## config.mk

```make
export PLATFORM = sky130hd
export DESIGN_NAME = calc1_req_driver
export DESIGN_NICKNAME = d
export VERILOG_FILES = /design/src/rtl/calc1_drv_pkg.sv /design/src/rtl/calc1_op_fifo.sv /design/src/rtl/calc1_req_driver.sv
export SDC_FILE = /design/constraint.sdc
export NUM_CORES = 1
export LEC_CHECK = 0
export ABC_AREA = 1
export BUFFER_PORTS_ARGS = -buffer_cell sky130_fd_sc_hd__buf_2
export CELL_PAD_IN_SITES_DETAIL_PLACEMENT = 0
export CELL_PAD_IN_SITES_GLOBAL_PLACEMENT = 1
export CORE_MARGIN = 1.5
export CORE_UTILIZATION = 42
export DETAILED_ROUTE_END_ITERATION = 10
export GPL_ROUTABILITY_DRIVEN = 0
export PLACE_DENSITY = 0.87
export SYNTH_ARGS = -nofsm -noshare
export SYNTH_HDL_FRONTEND = slang
export SYNTH_SLANG_ARGS = --single-unit
```

## constraint.sdc

```tcl
create_clock -name c_clk -period 4.9 [get_ports c_clk]
set_input_delay 0.49 -clock c_clk [delete_from_list [all_inputs] [get_ports c_clk]]
set_output_delay 0.49 -clock c_clk [all_outputs]
set_load 0.1 [all_outputs]
```

## src/rtl/calc1_drv_pkg.sv

```systemverilog
`default_nettype none
// ============================================================================
// Module      : calc1_drv_pkg
// Description : Shared constants, state encoding and operation record for the
//               calc1 request driver.
// Revision    : 1.0 - initial release
// ============================================================================
package calc1_drv_pkg;

  // calc1 command codes
  localparam logic [3:0] CMD_NOP = 4'd0;
  localparam logic [3:0] CMD_ADD = 4'd1;
  localparam logic [3:0] CMD_SUB = 4'd2;
  localparam logic [3:0] CMD_SHL = 4'd5;
  localparam logic [3:0] CMD_SHR = 4'd6;

  // calc1 response codes
  localparam logic [1:0] RSP_NONE = 2'd0;
  localparam logic [1:0] RSP_OK   = 2'd1;
  localparam logic [1:0] RSP_ERR  = 2'd2;

  // Driver FSM state encoding
  typedef logic [2:0] drv_state_t;
  localparam drv_state_t ST_IDLE  = 3'd0;
  localparam drv_state_t ST_SEND1 = 3'd1;
  localparam drv_state_t ST_SEND2 = 3'd2;
  localparam drv_state_t ST_WAIT  = 3'd3;
  localparam drv_state_t ST_DONE  = 3'd4;

  // One host operation: command plus both operands (68 bits)
  typedef struct packed {
    logic [3:0]  cmd;
    logic [31:0] data1;
    logic [31:0] data2;
  } calc1_op_t;

endpackage
`default_nettype wire

```

## src/rtl/calc1_op_fifo.sv

```systemverilog
`default_nettype none
// ============================================================================
// Module      : calc1_op_fifo
// Description : Circular operation queue with extra-MSB pointers for full /
//               empty detection. Reset flushes by clearing the pointers.
// Revision    : 1.0 - initial release
// ============================================================================
module calc1_op_fifo
  import calc1_drv_pkg::*;
#(
  parameter int DEPTH = 4
) (
  input  logic      clk,
  input  logic      rst,
  input  logic      push,
  input  logic      pop,
  input  calc1_op_t wr_op,
  output calc1_op_t rd_op,
  output logic      full,
  output logic      empty
);

  localparam int AW = $clog2(DEPTH);
  localparam logic [AW:0] PTR_ONE = {{AW{1'b0}}, 1'b1};

  logic [AW:0] wr_ptr;
  logic [AW:0] rd_ptr;
  calc1_op_t   mem [DEPTH];
  logic        do_push;
  logic        do_pop;

  assign full    = (wr_ptr[AW] != rd_ptr[AW]) && (wr_ptr[AW-1:0] == rd_ptr[AW-1:0]);
  assign empty   = (wr_ptr == rd_ptr);
  assign do_push = push && !full;
  assign do_pop  = pop && !empty;
  assign rd_op   = mem[rd_ptr[AW-1:0]];

  // Pointer update; full is registered state, so a pop never frees space for a same-cycle push
  always_ff @(posedge clk or posedge rst) begin
    if (rst) begin
      wr_ptr <= '0;
      rd_ptr <= '0;
    end else begin
      if (do_push) wr_ptr <= wr_ptr + PTR_ONE;
      if (do_pop)  rd_ptr <= rd_ptr + PTR_ONE;
    end
  end

  // Storage array; contents are don't-care while the pointers say empty
  always_ff @(posedge clk) begin
    if (do_push) mem[wr_ptr[AW-1:0]] <= wr_op;
  end

endmodule
`default_nettype wire

```

## src/rtl/calc1_req_driver.sv

```systemverilog
`default_nettype none
// ============================================================================
// Module      : calc1_req_driver
// Description : Host-side calc1 initiator. Queues host operations, serialises
//               each onto the two-cycle request protocol, waits for a response
//               or timeout and reports the outcome as a one-cycle pulse.
// Revision    : 1.0 - initial release
// ============================================================================
module calc1_req_driver
  import calc1_drv_pkg::*;
#(
  parameter int DEPTH   = 4,
  parameter int TIMEOUT = 64
) (
  input  logic        c_clk,
  input  logic        reset,
  input  logic        host_valid,
  input  logic [3:0]  host_cmd,
  input  logic [31:0] host_data1,
  input  logic [31:0] host_data2,
  output logic        host_ready,
  output logic [3:0]  req_cmd_out,
  output logic [31:0] req_data_out,
  input  logic [1:0]  out_resp_in,
  input  logic [31:0] out_data_in,
  output logic        rsp_valid,
  output logic [1:0]  rsp_code,
  output logic [31:0] rsp_data,
  output logic        rsp_timeout,
  output logic        busy,
  output logic        stray_resp
);

  localparam int CW = $clog2(TIMEOUT);
  localparam logic [CW-1:0] CNT_LAST = CW'(TIMEOUT - 1);
  localparam logic [CW-1:0] CNT_ONE  = CW'(1);

  drv_state_t    state;
  logic [CW-1:0] cnt;
  logic [31:0]   issue_data2;
  logic [1:0]    cap_code;
  logic [31:0]   cap_data;
  logic          cap_timeout;

  calc1_op_t     wr_op;
  calc1_op_t     head_op;
  logic          q_full;
  logic          q_empty;
  logic          q_push;
  logic          q_pop;

  assign host_ready = !q_full;
  // NOP commands are handshaken but never stored
  assign q_push     = host_valid && host_ready && (host_cmd != CMD_NOP);
  assign q_pop      = (state == ST_IDLE) && !q_empty;
  assign wr_op      = '{cmd: host_cmd, data1: host_data1, data2: host_data2};
  assign busy       = (state != ST_IDLE) || !q_empty;

  calc1_op_fifo #(
    .DEPTH (DEPTH)
  ) u_fifo (
    .clk   (c_clk),
    .rst   (reset),
    .push  (q_push),
    .pop   (q_pop),
    .wr_op (wr_op),
    .rd_op (head_op),
    .full  (q_full),
    .empty (q_empty)
  );

  // Request sequencing FSM; request outputs are loaded one edge early so they line up with the state
  always_ff @(posedge c_clk or posedge reset) begin
    if (reset) begin
      state        <= ST_IDLE;
      cnt          <= '0;
      issue_data2  <= '0;
      req_cmd_out  <= '0;
      req_data_out <= '0;
      cap_code     <= '0;
      cap_data     <= '0;
      cap_timeout  <= 1'b0;
      rsp_valid    <= 1'b0;
      rsp_code     <= '0;
      rsp_data     <= '0;
      rsp_timeout  <= 1'b0;
    end else begin
      rsp_valid <= 1'b0;
      case (state)
        ST_IDLE: begin
          if (!q_empty) begin
            issue_data2  <= head_op.data2;
            req_cmd_out  <= head_op.cmd;
            req_data_out <= head_op.data1;
            state        <= ST_SEND1;
          end
        end
        ST_SEND1: begin
          req_cmd_out  <= CMD_NOP;
          req_data_out <= issue_data2;
          state        <= ST_SEND2;
        end
        ST_SEND2: begin
          req_data_out <= '0;
          cnt          <= '0;
          state        <= ST_WAIT;
        end
        ST_WAIT: begin
          // A response on the last counted cycle still wins over the timeout
          if (out_resp_in != RSP_NONE) begin
            cap_code    <= out_resp_in;
            cap_data    <= out_data_in;
            cap_timeout <= 1'b0;
            state       <= ST_DONE;
          end else if (cnt == CNT_LAST) begin
            cap_code    <= RSP_NONE;
            cap_data    <= '0;
            cap_timeout <= 1'b1;
            state       <= ST_DONE;
          end else begin
            cnt <= cnt + CNT_ONE;
          end
        end
        ST_DONE: begin
          rsp_valid   <= 1'b1;
          rsp_code    <= cap_code;
          rsp_data    <= cap_data;
          rsp_timeout <= cap_timeout;
          state       <= ST_IDLE;
        end
        default: state <= ST_IDLE;
      endcase
    end
  end

  // Sticky flag for any response seen while no request is awaiting one
  always_ff @(posedge c_clk or posedge reset) begin
    if (reset) begin
      stray_resp <= 1'b0;
    end else if ((out_resp_in != RSP_NONE) && (state != ST_WAIT)) begin
      stray_resp <= 1'b1;
    end
  end

endmodule
`default_nettype wire
```

======== After elaboration in Yosys (flattened, before gate mapping) ========
Memory sizes are Yosys's and may differ from the RTL's.
Cells that the tools add are included.
cells by class
  add/sub/neg operators ................... 3
  equal/unequal tests ..................... 13
  mux-type cells .......................... 20
  bitwise operators ....................... 1
  reduce and logical (&&, ||, !) cells .... 24
operator list
  kind                                                 count
  two-way mux 32 bit                                   3
  one-hot mux 32 bit (3 select lines)                  1
  two-way mux 6 bit                                    2
  one-hot mux 3 bit (4 select lines)                   1
  one-hot mux 6 bit (2 select lines)                   1
  AND reduction 2 bit                                  5
  two-way mux 3 bit                                    3
  one-hot mux 4 bit (2 select lines)                   1
  nonzero test 2 bit                                   4
  logical AND 1 bit                                    7
  adder 3 x 1 -> 3 bit, second input constant          2
  adder 6 x 1 -> 6 bit, second input constant          1
  equality test 3 x 2 -> 1 bit, second input constant  2
  equality test 6 bit, second input constant           1
  != test 2 bit, second input constant                 3
  nonzero test 3 bit                                   2
  two-way mux 1 bit                                    5
  two-way mux 2 bit                                    2
  two-way mux 4 bit                                    1
  nonzero test 4 bit                                   1
  equality test 3 x 1 -> 1 bit, second input constant  1
  equality test 3 bit                                  1
  equality test 3 bit, second input constant           1
  logical NOT 3 bit                                    1
  other kinds (8)                                      9
storage, ports and cells
  bits in registers ....................... 155
  bits in writable memories ............... 272
  input port bits ......................... 105
  output and inout port bits .............. 75
  logic and storage cells ................. 77
  memories kept ........................... 1
memory list
  name        depth  width  read ports  clocked after Yosys merged registers in  wr ports  RTL line             RTL
  u_fifo.mem  4      68     1           0                                        1         calc1_op_fifo.sv:28  calc1_op_t mem [DEPTH];

======== Longest topological paths before layout ========
Gate-level depths: netlist of the first run.
  word-level depth ........................ 8
  gate-level depth with buffers ........... 11
  depth with buffers taken out ............ 9

======== Cells and area by module ========
A second synthesis of the first run with hierarchy kept.
unflattened totals
  cells, all modules ...................... 1459
  area, all modules ....................... 16786.1 um2
modules (own cells, without submodules)
  module            instances  cells an instance  area an instance (um2)  sequential area each (um2)
  calc1_op_fifo     1          719                10540.1                 8318.0
  calc1_req_driver  1          740                6246.0                  3728.6

======== Worst setup path after synthesis of the first run ========
OpenSTA, ideal clock, no wires.
  kind .................................... reg2reg
  start ................................... register u_fifo.rd_ptr[2]
  end ..................................... memory u_fifo.mem[0][0] in the netlist's numbering, enable pin
  library setup time ...................... 0.495 ns
  arrival time ............................ 4.810 ns
  required time ........................... 4.405 ns
  slack ................................... -0.405 ns
  cell stages (with the launch flop) ...... 6
  buffers on the path ..................... 0
  period minus slack after synthesis ...... 5.305 ns
  cell sequence ........................... dfrtp_1 -> xnor2_1 -> inv_1 -> nand2_1 -> nand3_1 -> nor2_1
between the ends
  cells in the longest elaborated chain, start to end .. 8
RTL lines
  what                                       RTL line                RTL
  start: declaration                         calc1_op_fifo.sv:27     logic [AW:0] rd_ptr;
  start signal: assignment                   calc1_op_fifo.sv:45     if (do_pop) rd_ptr <= rd_ptr + PTR_ONE;
  != test 1 bit *                            calc1_op_fifo.sv:32     assign full = (wr_ptr[AW] != rd_ptr[AW]) && (wr_ptr[AW-1:0] == rd_ptr[AW-1:0]);
  logical AND 1 bit *                        calc1_op_fifo.sv:32
  logical NOT 1 bit *                        calc1_req_driver.sv:52  assign host_ready = !q_full;
  via host_ready                             calc1_req_driver.sv:21  output logic host_ready,
  logical AND 1 bit (2 in a row)             calc1_req_driver.sv:54  assign q_push = host_valid && host_ready && (host_cmd != CMD_NOP);
  logical AND 1 bit *                        calc1_op_fifo.sv:34     assign do_push = push && !full;
  two-way mux 1 bit *                        calc1_op_fifo.sv:51     if (do_push) mem[wr_ptr[AW-1:0]] <= wr_op;
  two-way mux 1 bit (not written as such) *  calc1_op_fifo.sv:51
  end: declaration                           calc1_op_fifo.sv:28
Mark *: on every way through the listed nets, which the timed path passes. The rest lies on a longest branch.

======== Worst setup path in the final report of the first run ========
  start ................................... register u_fifo.rd_ptr[0]
  end ..................................... memory u_fifo.mem[0][9] in the netlist's numbering, enable pin
between the ends
  cells in the longest elaborated chain, start to end .. 8
RTL lines
  what                                       RTL line
  equality test 2 bit *                      calc1_op_fifo.sv:32
  logical AND 1 bit *                        calc1_op_fifo.sv:32
  logical NOT 1 bit *                        calc1_op_fifo.sv:34, calc1_req_driver.sv:52
  logical AND 1 bit (2 in a row)             calc1_req_driver.sv:54
  logical AND 1 bit *                        calc1_op_fifo.sv:34
  two-way mux 1 bit *                        calc1_op_fifo.sv:51
  two-way mux 1 bit (not written as such) *  calc1_op_fifo.sv:51
Every way passes the cells marked *; elsewhere a longest branch is shown, timed or not.

==> results.md, run 1 <==
* Status: finished clean
* Total negative slack at 0 ns
* Share of power burned in registers at 0.367
* Beginning of the critical path: u_fifo.rd_ptr[0]$_DFFE_PP0P_
* Tcrit/Tclk final at 0.716
* Core Util, Final at 0.499
* Worst slew pin tran at around 1.1 ns
* Count of final max-slew check failures at 0
* Comb power frac at 0.416
* Max Freq at 285 MHz
* Placed cell areas at between 15000 and 20000 sq um
* IO Pins at 180
* Reg2Reg Setup Slack at between 1 and 1.5 ns
* Number of remaining DRC errors at 0
* Clk_skew at between 0.02 and 0.03 ns
* Via density at 4.95
* DR iter-0 viols at approximately 830
* Die Ht at 205 um
* Largest net degree at the start of global routing at 110
* Clock share of power at 0.217
* Slew margin rel. at 0.241
* Final Instance Area at between 20000 and 25000 sq um
* Setup violators final at 0
* Wire length per cell at ~17 um
* Max-cap check violation count at 0
* Worst reg2reg endpoint: u_fifo.mem[0][9]$_DFFE_PP_
* Final Critical Period at around 3.5 ns
* Synthesized area per cell at 10.5 sq um
* FILL cells at 3550
* Switching share of total power at 0.456
* RSZ-0062 raised after global routing: false
* CTS tree: built
* Hold_ws at between 0.1 and 0.15 ns
* Final ANT Viol Nets at 0
* WL final at around 40000 um
* Netlist cell types at 28
* Die area at 42200 sq um
* Synth warn at 0
* CTS max path bufs at 3
* Worst r2r src: u_fifo.rd_ptr[0]$_DFFE_PP0P_
* Layout area overhead at 16.2%
* Initial antenna violation count at 12
* H-tree depth at 2
* Internal at about 8.1 mW
* I/O Buffers at between 150 and 200
* Worst min-delay path class: primary input to asynchronous set/reset pin
* Chip width at a little over 200 um
* CTS Buf Count at 43
* Vias post-DR at between 10000 and 15000
* Mapped cell area at about 17000 sq um
* Clk Latency, worst-skew pair at between 0.5 and 0.6 ns
* # resized after CTS at 0
* Syn Inst Count at approximately 1600
* Total Nets Final at about 1900
* Final hold vios at 0
* Setup Fix Bufs, Post-CTS at 0
* Initial DRT Pass Iterations at 7
* Net Switching at 6.76 mW
* Congestion Overflow GR at 0
* Post-synthesis sequential area ratio at 0.700
* Worst-path fanout max at between 50 and 60
* Syn nets at between 1500 and 2000
* Share of layout cells above drive strength 1 at 0.157
* CTS Hold Bufs at 0
* Site Rows at 73
* Pwr Density at between 700 and 800 nW/um^2
* Leak Pwr at about 9.0 nW
* Vias in the first global route at around 11000
* Placed wire-length estimate at 24600 um
* CP Class: flip-flop to flip-flop
* Gr usage total at 0.188
* Clock transition at path regs at roughly 0.06 ns
* CP Launch Type: flip-flop
* R2R depth at 8
* Worst setup EP type: flip-flop
* Crit path DAT at 3.75 ns
* Synth Register Bits at between 400 and 500
* Clock sink count at roughly 430
* CP required at about 5.1 ns
* Initial Util at 0.429
* Root Driver: clkbuf_16
* Max VDD drop at between 0.4 and 0.5 mV
* Core area at 40100 sq um
* First-pass GRT wire length at roughly 62000 um
-- state kept, by name, indices dropped and copies added (netlist names), 2 cells and up --
name           cells
cap_code           2
cap_data          32
cnt                6
issue_data2       32
req_cmd_out        4
req_data_out      32
rsp_code           2
rsp_data          32
state              3
u_fifo.mem       272
u_fifo.rd_ptr      3
u_fifo.wr_ptr      3
-- synth_stat cells, drive strengths merged --
library cell  number  area share
edfxtp           272        0.47
xnor2              3      0.0015
nand2            537        0.12
nor2              90       0.020
buf               47       0.015
o21ai            146       0.042
ha                 6      0.0044
nand3            111       0.033
dfrtp            155        0.23
inv              186       0.041
clkbuf            33      0.0073
xor2               3      0.0015
o21bai             1     0.00044
nor3               1     0.00029
nand4              3      0.0011
a21oi              3     0.00087
o22ai             36       0.013
-- cells by family (layout without fill, tap and decap cells) --
family	Yosys count	in the layout	synth area share
DFF	427	427	0.700
buffers and inverters	266	460	0.0633
adders and majority gates	6	6	0.00436
other	0	8	0
AOI/OAI and AO/OA	186	186	0.0568
xor gates and xnor gates	6	6	0.00305
and+or+nand+nor	742	742	0.173
-- placed cells by master (no fill, tap or decap), types with 36 or more instances in the layout --
master,count
nand2_1,532
edfxtp_1,272
buf_2,179
inv_1,177
dfrtp_1,153
o21ai_0,139
nand3_1,109
nor2_1,83
clkbuf_16,43
o22ai_1,36
-- worst max-delay path: stages (launching register included) --
cell	delay (ns)
dfrtp_4	0.71
inv_4	0.52
nand2_1	0.12
nand2_1	0.14
nor2_4	0.06
nand2_1	0.14
nand3_1	0.38
nor2_4	0.83
buf_12	0.27
-- power by group through the flow --
stage,logic [mW],registers (mW),clock network (mW)
after floorplan,3.02,7.25,0
after global placement,6.10,5.48,0
after detailed placement,6.21,5.51,0
after CTS,6.24,5.45,3.27
after global routing,6.76,5.54,3.42
final,6.18,5.44,3.22
-- layout make-up --
type                       instances  area (sq um)  share of cell area
multi-input combinational        940          4120               0.206
sequential                       427         12100               0.602
timing repair buffer             195          1070              0.0533
tap                              525           657              0.0328
clock buffer                      56          1150              0.0577
antenna                            8          20.0             0.00100
inverter                         186           706              0.0353
clock inverter                    23           240              0.0120
-- per-layer routing --
layer  part of all wire  up-vias  track usage  routed length, um
met5             0.0015        -            0                 61
met4              0.027       10       0.0644               1070
met3              0.071       81       0.0451               2840
met2               0.48      338        0.306              19100
met1               0.42     5622        0.246              16800
li1                   -     5640            -                  -
-- worst max-delay path by stage --
stage                                        endpoint  cells past startpoint
after global placement    u_fifo.mem[0][45]$_DFFE_PP_                      8
final                      u_fifo.mem[0][9]$_DFFE_PP_                      8
after global routing      u_fifo.mem[0][43]$_DFFE_PP_                      8
after detailed placement   u_fifo.mem[0][9]$_DFFE_PP_                      8
after CTS                  u_fifo.mem[0][9]$_DFFE_PP_                      8
after floorplan            u_fifo.mem[0][0]$_DFFE_PP_                      5
-- through the flow --
stage / power, mW / cells / worst slack (ns)
floorplan: 10.3 / 1633 / -0.405
global placement: 11.6 / 2273 / 1.39
detailed placement: 11.7 / 2273 / 1.33
CTS: 15.0 / 2352 / 1.32
global route: 15.7 / 2355 / 1.13
finish: 14.8 / 2360 / 1.39
Power figures use the tool's default switching activity.
==> run 2: changes to the inputs <==
Settings changed: ABC_AREA 1 to 0, CORE_UTILIZATION 42 to 45, PLACE_DENSITY 0.87 to 0.86.
Clock period 4.9 ns to 3.15 ns, I/O delays scaled along.
==> run 2 against run 1 <==
Net effect: register-to-register slack lost 0.96 ns; worst setup slack got worse by 0.96 ns; maximum frequency grew 29%; final area shrank 0.88%; clock skew is 0.0079 ns lower; synthesized area is 5.9% lower; non-clock buffer count grew 81; cell count decreased by 32%; critical path type unchanged.
==> results.md, run 2 <==
* Number of remaining DRC errors at 0 (unchanged)
* RSZ-0062 raised after global routing: false
* Via density at 5.40 (+9.0%)
* Critical path, cell by cell: xnor2_2 > a31oi_1 > and2_4
* Max-cap check violation count at 0 (unchanged)
* Gr usage total at 0.185 (-0.00280)
* Hold Path Cell Cnt at 2
* Layout area overhead at 22.4%
* Clock transition at path regs at 0.06 ns (about the same)
* Post-synth EDFFs at 272 (unchanged)
* Slew margin rel. at 0.279 (+0.0373)
* H-tree depth at 2 (unchanged)
* Synth warn at 0 (unchanged)
* CTS Buf Count at 42 (-2.3%)
* Setup Fix Bufs, Post-CTS at 0 (unchanged)
* Count leader, synth: edfxtp_1
* CTS tree: built
* Final ANT Viol Nets at 0 (unchanged)
* Hold path startpoint: out_data_in[12]
* Worst r2r src: u_fifo.rd_ptr[0]$_DFFE_PP0P_
* Vias post-DR at 8657 (-26%)
* CP Launch Type: flip-flop
* First-pass GRT wire length at 51900 um (-16%)
* Total Nets Final at 1218 (-36%)
* Netlist cell types at 44 (+57%)
* Vias in the first global route at 9083 (-20%)
* Final hold vios at 0 (unchanged)
* Post-synthesis sequential area ratio at 0.744 (+0.0440)
* Core area at 35500 sq um (-12%)
* Dpl ws at 0.451 ns (-0.883 ns)
* R2R depth at 3 (-5)
* Clock sink count at 427 (unchanged)
* Top cells by count, synth: 272 x edfxtp_1, 155 x dfrtp_1, 68 x mux4_2
* Syn nets at 945 (-46%)
* Mapped cell area at 16200 sq um (-5.9%)
* Commonest cells after routing, fill and taps aside: 272 x edfxtp_1, 179 x buf_2, 153 x dfrtp_1, 83 x dlygate4sd3_1, 68 x mux4_2
* Worst-path fanout max at 68 (+31%)
* Die Ht at 193 um (-6.2%)
* Crit path DAT at 2.87 ns (-0.88 ns)
* WL final at 33600 um (-16%)
* Slowest CP cell: and2_4
* Synth Register Bits at 427 (unchanged)
* Max reg flops at 272 (unchanged)
* Chip width at 193 um (-6.2%)
* Clk_skew at 0.0185 ns (-0.00794 ns)
* Reg2Reg Setup Slack at 0.43 ns (-0.96 ns)
* Largest net degree at the start of global routing at 71 (-35%)
* Most common cell after layout, fill and taps aside: edfxtp_1
* CP required at 3.31 ns (-1.83 ns)
* CP Class: flip-flop to flip-flop
* IO Pins at 180 (unchanged)
* Site Rows at 69 (-5.5%)
* Final Critical Period at 2.72 ns (-0.791 ns)
* Fraction of registers with async set/reset at 0.363 (unchanged)
* Share of layout cells above drive strength 1 at 0.365 (+0.209)
* Root Driver: clkbuf_16
* Wire length per cell at 20.9 um (+24%)
* Worst slew pin tran at 1.08 ns (-0.0533 ns)
* Placed wire-length estimate at 19800 um (-20%)
* I/O Buffers at 179 (unchanged)
* Initial Util at 0.457 (+0.0271)
* Initial DRT Pass Iterations at 5 (-2)
* Top_reg_cell synth: edfxtp_1
* Initial antenna violation count at 2 (-10)
* Die area at 37100 sq um (-12%)
* Worst setup EP type: flip-flop
* Worst min-delay path class: primary input to flip-flop
* DR iter-0 viols at 514 (-38%)
* Post-synth top area cell: edfxtp_1
* Min-Delay Endpoint: cap_data[12]$_DFFE_PP0P_
* Synthesized area per cell at 19.4 sq um (+84%)
* Tcrit/Tclk final at 0.862 (+0.147)
* Max Freq at 368 MHz (+29%)
* Total negative slack at 0 ns (unchanged)
* Clk Latency, worst-skew pair at 0.55 ns (about the same)
* Count of final max-slew check failures at 0 (unchanged)
* Setup violators final at 0 (unchanged)
* Congestion Overflow GR at 0 (unchanged)
* Syn Inst Count at 834 (-49%)
* Slowest cell delay on critical path at 0.97 ns (+0.14 ns)
* Synth top area cells: edfxtp_1 50%, dfrtp_1 24%, mux4_2 9.5%
* Min setup slack post-route at 0.433 ns (-0.959 ns)
* Yosys top cell area share at 0.504 (+0.0298)
* Status: finished clean
* Worst reg2reg endpoint: u_fifo.mem[2][13]$_DFFE_PP_
* CTS max path bufs at 3 (unchanged)
## run 2: cell count changes after synthesis, sizes merged, moves of 36 or more
cell	previous run	this run
nand3	111	5
o21ai	146	13
inv	186	4
nor2	90	39
mux4	0	68
nand2	537	19
o22ai	36	0
mux2	0	70
## run 2: kinds of logic (layout without fill, tap and decap cells)
| logic type | after synthesis | count (layout) | share of synthesized area |
|---|---|---|---|
| mux | 138 | 138 | 0.150 |
| compound gates | 122 | 122 | 0.0531 |
| flops | 427 | 427 | 0.744 |
| simple gates | 81 | 81 | 0.0232 |
| fa+ha+maj | 6 | 6 | 0.00463 |
| xor+xnor | 9 | 9 | 0.00626 |
| other cells | 0 | 1 | 0 |
| buf+inv | 51 | 358 | 0.0190 |
## run 2: stage by stage
step                 util  hold WS (ns)  cells  instance area, sq um
detailed placement  0.496         0.469   1441                 17600
global placement    0.496         0.467   1441                 17600
finish              0.559        0.0143   1603                 19800
CTS                 0.559       0.00195   1602                 19800
global route        0.559       0.00563   1602                 19800
floorplan               -         0.414    834                 16200
## run 2: what timing repair did
action	4_1_cts	5_1_grt
endpoints found under the hold margin	283	0
resized for setup	0	0
hold buffers	83	0
## run 2: worst max path at each step
stage,start,to,slack (ns)
after detailed placement,u_fifo.rd_ptr[0]$_DFFE_PP0P_,u_fifo.mem[1][9]$_DFFE_PP_,0.45
after global placement,u_fifo.rd_ptr[0]$_DFFE_PP0P_,u_fifo.mem[3][9]$_DFFE_PP_,0.54
after CTS,u_fifo.rd_ptr[0]$_DFFE_PP0P_,u_fifo.mem[1][45]$_DFFE_PP_,0.43
after global routing,u_fifo.rd_ptr[0]$_DFFE_PP0P_,u_fifo.mem[1][45]$_DFFE_PP_,0.35
after floorplan,u_fifo.rd_ptr[0]$_DFFE_PP0P_,u_fifo.mem[3][0]$_DFFE_PP_,0.68
final,u_fifo.rd_ptr[0]$_DFFE_PP0P_,u_fifo.mem[2][13]$_DFFE_PP_,0.43
## run 2: final cells by class
class	instances	area [sq um]
Fill cell	2681	15600
Sequential cell	427	12100
Multi-Input combinational cell	356	3880
Timing Repair Buffer	276	1910
Clock buffer	54	1150
Tap cell	461	577
Clock inverter	24	253
Inverter	4	18.8
Antenna cell	1	2.50
## run 2: worst max-delay path: cells and delay by family (launching register included)
| kind | cells | cell delay, ns |
|---|---|---|
| flops | 1 | 0.50 |
| simple gates | 1 | 0.97 |
| xor+xnor | 1 | 0.22 |
| compound gates | 1 | 0.60 |
## run 2: layer usage
| layer | track usage | routed length [um] | up-vias |
|---|---|---|---|
| li1 | - | - | 3831 |
| met1 | 0.245 | 14100 | 4476 |
| met2 | 0.312 | 16700 | 305 |
| met3 | 0.0378 | 2170 | 43 |
| met4 | 0.0492 | 535 | 2 |
| met5 | 0 | 12 | - |
Power of run 2 is left out: the tool's default activity adds up to more than one toggle a clock period on the data nets, which glitch-free logic cannot reach.
==> run 3: changes to the inputs <==
Settings changed: CORE_ASPECT_RATIO set to 1.1.
==> run 3 against run 2 <==
Net effect: cell count increased by 2.5%; clock-buffer cell count increased by 3; die area about the same; hold slack improved by 0.0091 ns; register-to-register slack improved by 0.03 ns; maximum frequency increased by 1.1%; utilization increased by 0.50 points; first-iteration DRC count increased by 12%.
==> results.md, run 3 (synthesized netlist as in run 2, its figures left out) <==
* Site Rows at 72 (+4.3%)
* Via density at 5.23 (-3.1%)
* Placed Cells at 1461 (+1.4%)
* Chip width at 184 um (-4.6%)
* Hold Path Cell Cnt at 2 (unchanged)
* Core area at 35300 sq um (-0.48%)
* Worst reg2reg endpoint: u_fifo.mem[2][54]$_DFFE_PP_
* RSZ-0062 raised after global routing: false
* CTS tree: built
* Grt met2 use at 0.305 (-0.00745)
* Most common cell after layout, fill and taps aside: edfxtp_1
* Slew margin rel. at 0.255 (-0.0242)
* CP required at 3.31 ns (about the same)
* Commonest cells after routing, fill and taps aside: 272 x edfxtp_1, 179 x buf_2, 153 x dfrtp_1, 98 x dlygate4sd3_1, 68 x mux4_2
* Worst-path fanout max at 68 (unchanged)
* Total Nets Final at 1234 (+1.3%)
* Largest net degree at the start of global routing at 71 (unchanged)
* CP Launch Type: flip-flop
* Max Freq at 372 MHz (+1.1%)
* Clk Latency, worst-skew pair at 0.55 ns (about the same)
* First-pass GRT wire length at 51600 um (-0.49%)
* Clock sink count at 427 (unchanged)
* Hold path startpoint: out_data_in[11]
* Max-cap check violation count at 0 (unchanged)
* Initial DRT Pass Iterations at 5 (unchanged)
* Min-Delay Endpoint: cap_data[11]$_DFFE_PP0P_
* Final hold vios at 0 (unchanged)
* FILL cells at 2712 (+1.2%)
* Worst setup EP type: flip-flop
* H-tree depth at 2 (unchanged)
* Initial Util at 0.459 (+0.00218)
* # resized after CTS at 0 (unchanged)
* Share of layout cells above drive strength 1 at 0.358 (-0.00796)
* Gr busiest metal: met2
* Register Area at 12100 sq um (unchanged)
* Dpl ws at 0.442 ns (-0.00924 ns)
* Tcrit/Tclk final at 0.853 (-0.00936)
* Initial antenna violation count at 4 (+2)
* Crit path DAT at 2.84 ns (-0.03 ns)
* Worst slew pin tran at 1.12 ns (+0.0362 ns)
* Reg2Reg Setup Slack at 0.46 ns (+0.03 ns)
* Non-Filler Instances at 1643 (+2.5%)
* Root Driver: clkbuf_16
* Gr usage total at 0.182 (-0.00273)
* Multi-input gate area at 3880 sq um (unchanged)
* WL final at 33200 um (-1.2%)
* Worst min-delay path class: primary input to flip-flop
* Vias in the first global route at 9117 (+0.37%)
* Number of remaining DRC errors at 0 (unchanged)
* Final Critical Period at 2.69 ns (-0.0295 ns)
* Met1 usage at 0.239 (-0.00603)
* Max reg flops at 272 (unchanged)
* Vias post-DR at 8597 (-0.69%)
* Total negative slack at 0 ns (unchanged)
* GRT met3 Usage at 0.0395 (+0.00163)
* I/O Buffers at 179 (unchanged)
* Die Ht at 202 um (+4.8%)
* Placed wire-length estimate at 17900 um (-9.2%)
* R2R depth at 3 (unchanged)
* Status: finished clean
* CP Class: flip-flop to flip-flop
* CTS max path bufs at 3 (unchanged)
* Wire length per cell at 20.2 um (-3.6%)
* IO Pins at 180 (unchanged)
* Congestion Overflow GR at 0 (unchanged)
* Clk_skew at 0.0208 ns (+0.00235 ns)
* Min setup slack post-route at 0.463 ns (+0.0295 ns)
* Clock transition at path regs at 0.06 ns (about the same)
* DR iter-0 viols at 574 (+12%)
* Worst r2r src: u_fifo.rd_ptr[0]$_DFFE_PP0P_
* Setup violators final at 0 (unchanged)
* Final ANT Viol Nets at 0 (unchanged)
* Count of final max-slew check failures at 0 (unchanged)
* Die area at 37100 sq um (about the same)
* CTS Buf Count at 43 (+2.4%)
* Layout area overhead at 22.9%
## run 3: cell types whose count changed in the layout (fill, tap and decap cells not counted)
cell | previous run | this run
buf_12 | 6 | 2
buf_4 | 8 | 12
bufinv_16 | 4 | 3
clkbuf_1 | 8 | 12
clkbuf_8 | 3 | 2
clkinv_1 | 5 | 6
clkinv_2 | 8 | 9
clkinv_4 | 2 | 0
clkinv_8 | 2 | 0
clkinvlp_4 | 3 | 2
diode_2 | 1 | 4
dlygate4sd3_1 | 83 | 98
inv_6 | 1 | 4
## run 3: repair_timing
| action | CTS | global route |
|---|---|---|
| endpoints found under the hold margin | 309 | 1 |
| hold buffers | 97 | 1 |
| buffers inserted | 0 | 0 |
## run 3: per-layer routing
| layer | vias to the layer above | part of all wire |
|---|---|---|
| met4 | 2 | 0.023 |
| met5 | - | 0.00036 |
| li1 | 3877 | - |
| met1 | 4396 | 0.43 |
| met2 | 264 | 0.49 |
| met3 | 58 | 0.061 |
## run 3: layout make-up
class | instances | area share
Sequential cell | 427 | 0.605
Multi-Input combinational cell | 356 | 0.195
Timing Repair Buffer | 291 | 0.101
Clock buffer | 57 | 0.0577
Tap cell | 481 | 0.0302
Clock inverter | 23 | 0.0101
Inverter | 4 | 0.000942
Antenna cell | 4 | 0.000503
## run 3: stage by stage
step	cell area, sq um	utilization	hold WS, ns
after floorplan	16200	-	0.414
after global placement	17600	0.498	0.343
after detailed placement	17600	0.498	0.348
after CTS	19900	0.563	0.00139
after global routing	19900	0.564	0.0133
final	19900	0.564	0.0234
## run 3: how the worst max path moves through the flow
stage | cells after the start | from | end | slack, ns
final | 3 | u_fifo.rd_ptr[0]$_DFFE_PP0P_ | u_fifo.mem[2][54]$_DFFE_PP_ | 0.46
after global routing | 3 | u_fifo.rd_ptr[0]$_DFFE_PP0P_ | u_fifo.mem[0][21]$_DFFE_PP_ | 0.29
after CTS | 3 | u_fifo.rd_ptr[0]$_DFFE_PP0P_ | u_fifo.mem[3][58]$_DFFE_PP_ | 0.42
after detailed placement | 3 | u_fifo.rd_ptr[0]$_DFFE_PP0P_ | u_fifo.mem[3][17]$_DFFE_PP_ | 0.44
after global placement | 3 | u_fifo.rd_ptr[0]$_DFFE_PP0P_ | u_fifo.mem[3][48]$_DFFE_PP_ | 0.50
after floorplan | 4 | u_fifo.rd_ptr[0]$_DFFE_PP0P_ | u_fifo.mem[3][0]$_DFFE_PP_ | 0.68
## run 3: critical path, stage by stage, from the launching register on
cell and delay (ns):
dfrtp_4 0.51, xnor2_2 0.22, a31oi_1 0.54, and2_4 1.00
Power of run 3 is left out for the same reason.
